$ cat config.mk
export PLATFORM = sky130hd
export DESIGN_NAME = pc_sequencer
export DESIGN_NICKNAME = d
export VERILOG_FILES = /design/src/rtl/pc_sequencer_pkg.sv /design/src/rtl/pc_reg.sv /design/src/rtl/pc_sequencer.sv
export SDC_FILE = /design/constraint.sdc
export NUM_CORES = 1
export LEC_CHECK = 0
export CORE_ASPECT_RATIO = 0.9
export CORE_UTILIZATION = 40
export DETAILED_ROUTE_END_ITERATION = 8
export HOLD_SLACK_MARGIN = 0.06
export PLACE_DENSITY_LB_ADDON = 0.1
export SYNTH_ARGS = -nofsm -noshare
export SYNTH_HDL_FRONTEND = slang
export SYNTH_SLANG_ARGS = --single-unit
export TNS_END_PERCENT = 5
$ cat constraint.sdc
create_clock -name clk -period 2.5 [get_ports clk]
set_clock_uncertainty 0.15 [all_clocks]
set_input_delay 0.375 -clock clk [delete_from_list [all_inputs] [get_ports clk]]
set_output_delay 0.375 -clock clk [all_outputs]
set_load 0.005 [all_outputs]
$ cat src/rtl/pc_sequencer_pkg.sv
// Shared definitions for the fetch PC sequencer: FSM encoding, reset/halt
// constants and the wrapping next-PC adder.
package pc_sequencer_pkg;

  typedef enum logic [1:0] {
    ST_FETCH     = 2'd0,
    ST_DRAIN     = 2'd1,
    ST_HALT_WAIT = 2'd2,
    ST_HALTED    = 2'd3
  } seq_state_t;

  localparam logic [15:0] DEF_RESET_PC   = 16'h0000;
  localparam logic [3:0]  DEF_HLT_OPCODE = 4'hF;
  localparam logic [15:0] DEF_PC_INC     = 16'h0002;

  // 16-bit add with the carry dropped, so FFFE + 2 wraps to 0000.
  function automatic logic [15:0] pc_add(input logic [15:0] a, input logic [15:0] b);
    logic [16:0] sum;
    sum = {1'b0, a} + {1'b0, b};
    return sum[15:0];
  endfunction

endpackage

$ cat src/rtl/pc_reg.sv
// 16-bit register with load enable and synchronous reset value.
module pc_reg #(
  parameter logic [15:0] RESET_VAL = 16'h0000
) (
  input  logic        clk,
  input  logic        rst,
  input  logic        en,
  input  logic [15:0] d,
  output logic [15:0] q
);

  always_ff @(posedge clk) begin
    if (rst)     q <= RESET_VAL;
    else if (en) q <= d;
  end

endmodule

$ cat src/rtl/pc_sequencer.sv
// Fetch PC owner: sequences single-outstanding instruction fetch against
// stalls, decode redirects and the HLT stop/commit protocol.
module pc_sequencer
  import pc_sequencer_pkg::*;
#(
  parameter logic [15:0] RESET_PC   = DEF_RESET_PC,
  parameter logic [3:0]  HLT_OPCODE = DEF_HLT_OPCODE,
  parameter logic [15:0] PC_INC     = DEF_PC_INC
) (
  input  logic        clk,
  input  logic        rst,
  input  logic        stall,
  input  logic        redirect,
  input  logic [15:0] redirect_pc,
  input  logic        halt_commit,
  input  logic        imem_valid,
  input  logic [15:0] imem_rdata,
  output logic        imem_req,
  output logic [15:0] imem_addr,
  output logic        if_valid,
  output logic [15:0] if_instr,
  output logic [15:0] if_pc_plus2,
  output logic        flush_ifid,
  output logic        halted
);

  seq_state_t  state, next_state;
  logic [15:0] pc, pc_d, pc_inc, tgt, tgt_d, redir_aligned;
  logic        pc_en, tgt_en;
  logic        is_hlt;

  assign redir_aligned = {redirect_pc[15:1], 1'b0};
  assign pc_inc        = pc_add(pc, PC_INC);
  assign is_hlt        = (imem_rdata[15:12] == HLT_OPCODE);

  assign imem_addr   = pc;
  assign if_instr    = imem_rdata;
  assign if_pc_plus2 = pc_inc;

  pc_reg #(.RESET_VAL(RESET_PC)) u_pc_reg (
    .clk (clk),
    .rst (rst),
    .en  (pc_en),
    .d   (pc_d),
    .q   (pc)
  );

  always_ff @(posedge clk) begin
    if (rst) begin
      state <= ST_FETCH;
      tgt   <= 16'h0000;
    end else begin
      state <= next_state;
      if (tgt_en) tgt <= tgt_d;
    end
  end

  always_comb begin
    next_state = state;
    pc_en      = 1'b0;
    pc_d       = pc;
    tgt_en     = 1'b0;
    tgt_d      = tgt;
    imem_req   = 1'b0;
    if_valid   = 1'b0;
    flush_ifid = 1'b0;
    halted     = 1'b0;

    if (!rst) begin
      unique case (state)
        ST_FETCH: begin
          imem_req = 1'b1;
          if_valid = imem_valid & ~stall & ~redirect;
          if (redirect) begin
            flush_ifid = 1'b1;
            if (imem_valid) begin
              pc_en = 1'b1;
              pc_d  = redir_aligned;
            end else begin
              // Miss outstanding: the address must stay put until it returns.
              tgt_en     = 1'b1;
              tgt_d      = redir_aligned;
              next_state = ST_DRAIN;
            end
          end else if (imem_valid && !stall) begin
            if (is_hlt) next_state = ST_HALT_WAIT;
            else begin
              pc_en = 1'b1;
              pc_d  = pc_inc;
            end
          end
        end

        ST_DRAIN: begin
          imem_req = 1'b1;
          if (redirect) begin
            flush_ifid = 1'b1;
            tgt_en     = 1'b1;
            tgt_d      = redir_aligned;
          end
          if (imem_valid) begin
            pc_en      = 1'b1;
            pc_d       = redirect ? redir_aligned : tgt;
            next_state = ST_FETCH;
          end
        end

        ST_HALT_WAIT: begin
          if (redirect) begin
            flush_ifid = 1'b1;
            pc_en      = 1'b1;
            pc_d       = redir_aligned;
            next_state = ST_FETCH;
          end
        end

        ST_HALTED: begin
          halted = 1'b1;
        end

        default: next_state = ST_FETCH;
      endcase

      // A committed HLT outranks every in-flight PC update.
      if (halt_commit) begin
        next_state = ST_HALTED;
        pc_en      = 1'b0;
        tgt_en     = 1'b0;
      end
    end
  end

endmodule

==> qor.yml <==
final_area_um2: 3144
tightestPinTransition_ns: 0.7565
dieArea_um2: 6166
fin_tns_setup_ns: 0
wl_um: 6207
netlist_instances: 276
fin_crit_ns: 2.451
cts_hold_buffers: 0
cts_setup_buffers: 0
fmax_mhz: 407.9
startpoint_type: "flop"
synth-simple-area-share: 0.1848
maxSlewViolCount: 0
rsz0062_at_grt: "true"
grt_pass1_wl_um: 9929
outcome: "finished clean"
p_leak_nw: 1.346
synth-compound-area-share: 0.2260
route.detailed.wl_per_inst_um: 15.63
h-tree-depth: 2
fillCellCount: 538
dr.pass1.iters: 4
synth_area_um2: 2342
worst_ep_arrival_time_ns: 1.93
ys_warn_count: 0
fin_total_pwr_mw: 1.491
vdd_drop_max_mv: 0.2464
antenna_cells: 0
fin_nets: 370
async_flop_share: 0
grt_max_degree: 31
r2r_start: "state[0]"
final_util: 0.5555
io_pins: 90
syn_area_per_cell_um2: 8.486
grt_use_total: 0.2174
synthFlopType: "dfxtp_1"
synthMuxAreaShare: 0.1004
vias: 2183
hold_violations: 0
synth_edf_count: 0
grt_pass1_vias: 1961
powerDensity_nw_per_um2: 474.2
crit_type: "reg -> out"
areaGrowthSynthToFinish_pct: 34.24
hp-start: "tgt[0]"
place.gp.congestion: 0.7435
synthAdderAreaFrac: 0.03205
first_iter_violations: 151
relSlewSlack: 0.4938
dp.cells: 389
cp_data_required_time_ns: 1.98
setup_viol: 0
cts.path.max_buffers: 2
cp-end-kind: "output port"
ys_ff_latch: 34
critPathLaunch: "u_pc_reg.q[1]"
drc_errors: 0
clk_pin_slew_ns: 0.07
synth.yosys.seq_area_share: 0.2906
cts_buffers: 5
grt_remaining_overflow: 0
chipWidth_um: 82.66
antenna_found_initial: 0
synthXorXnorAreaFrac: 0.04861
ys_types: 48
fp.coreArea_um2: 5660
min_path_type: "reg -> reg"
cts.sinks: 34
maxCapViolations: 0
dpl.hpwl_um: 4170
cts_tree: "done"
rows: 26
fin_cells: 397
ctsRootBufferMaster: "clkbuf_8"
synth_nets: 320
post-route-period-util: 0.9806
viasPerCell: 5.499
start_util: 0.4138
placed_cell_area_um2: 2973
portBuffers: 64
die_h_um: 74.60
synth_top_family_by_area: "compound AO/OA/AOI/OAI gates"
cp_max_fo: 4
ant_nets: 0
drive_gt1_frac: 0.1529
insertion_delay_ns: 0.29
## power breakdown
| part | total [mW] | switching [mW] | internal [mW] |
|---|---|---|---|
| logic | 0.429 | 0.215 | 0.214 |
| registers | 0.582 | 0.0192 | 0.563 |
| clock network | 0.479 | 0.201 | 0.278 |
## cell usage in the layout, fill, tap and decap left out, types with 2 or more instances in the layout
master           netlist  layout
a211oi_1               3       3
a21oi_1               14      14
a221o_1                2       2
a222oi_1               3       3
a22o_1                11      11
a22oi_1                8       8
a32o_1                 8       8
and2_1                 2       2
and3_1                 7       4
and3_2                 0       2
and4_1                 2       2
buf_4                 18      16
clkbuf_8               0       8
clkdlybuf4s50_1        0      60
dfxtp_1               34      30
dfxtp_2                0       4
dlymetal6s2s_1         0       3
ha_1                   6       4
inv_1                  4       4
mux2_2                 4       4
mux2i_1               19      19
nand2_1               18      18
nand2b_1               4       4
nand3_1                3       2
nand4_1                6       6
nor2_1                27      25
nor2_2                 0       2
nor2b_1                6       5
nor3_1                 5       5
o211ai_1               2       2
o21ai_0                8       8
o31ai_1                3       3
o41ai_1                2       2
xnor2_1                9       8
xor2_1                 4       4
## sequential cells by signal (all words and copies together), names as in the netlist
signal and cells:
state 2, tgt 16, u_pc_reg.q 16
## cell usage after synthesis (5+ instances only)
| cell | n | area, µm² |
|---|---|---|
| and3_1 | 7 | 43.79 |
| nor2b_1 | 6 | 37.54 |
| a22o_1 | 11 | 96.34 |
| clkbuf_1 | 9 | 33.78 |
| xnor2_1 | 9 | 78.83 |
| a21oi_1 | 14 | 70.07 |
| mux2i_1 | 19 | 190.2 |
| o21ai_0 | 8 | 40.04 |
| nor3_1 | 5 | 25.02 |
| nand4_1 | 6 | 37.54 |
| buf_4 | 18 | 135.1 |
| nand2_1 | 18 | 67.56 |
| ha_1 | 6 | 75.07 |
| a32o_1 | 8 | 80.08 |
| buf_2 | 6 | 30.03 |
| nor2_1 | 27 | 101.4 |
| a22oi_1 | 8 | 60.06 |
| dfxtp_1 | 34 | 680.7 |
## timing repair
item | CTS | global route
endpoints found under the hold margin | 0 | 0
resized for setup | 9 | 15
endpoints found under the setup margin | 15 | 10
## stage by stage
stage	setup slack [ns]	hold slack, ns
after floorplan	0.4335	0.2939
after global placement	-0.07087	0.3143
after detailed placement	-0.04272	0.3244
after CTS	-0.01146	0.3380
after global routing	-0.1036	0.3487
final	0.04855	0.3330
## layout make-up
| class | count | area (µm²) | share of cell area |
|---|---|---|---|
| Timing Repair Buffer | 81 | 787.0 | 0.2503 |
| Inverter | 5 | 31.28 | 0.009948 |
| Multi-Input combinational cell | 199 | 1443 | 0.4588 |
| Sequential cell | 34 | 685.7 | 0.2181 |
| Tap cell | 70 | 87.58 | 0.02786 |
| Clock buffer | 8 | 110.1 | 0.03502 |
## cell families (layout without fill, tap and decap cells)
logic type,after synthesis,count (layout)
muxes,23,23
adders and majority gates,6,6
buffers and inverters,43,94
DFF,34,34
and+or+nand+nor,86,86
AOI/OAI and AO/OA,71,71
xor gates and xnor gates,13,13
## worst max-delay path: stages, from the launching register on
cell and delay (ns):
dfxtp_1 0.34, ha_1 0.19, and2_4 0.19, nand4_1 0.14, nor2_2 0.14, xor2_1 0.14, clkdlybuf4s50_1 0.51
## layer usage
layer	up-vias	wire length, µm	track usage
li1	1099	-	-
met1	1009	3022	0.3030
met2	69	2714	0.3270
met3	6	405	0.04785
met4	0	65	0.08046
met5	-	0	0
## final timing paths
kind | depth (start not counted) | slack [ns] | end
max | 6 | 0.05 | if_pc_plus2[15]
max reg2reg | 6 | 0.25 | u_pc_reg.q[6]
min reg2reg | 1 | 0.33 | tgt[0]
min | 1 | 0.33 | tgt[0]
No activity file was read; power rests on OpenSTA's default activity.
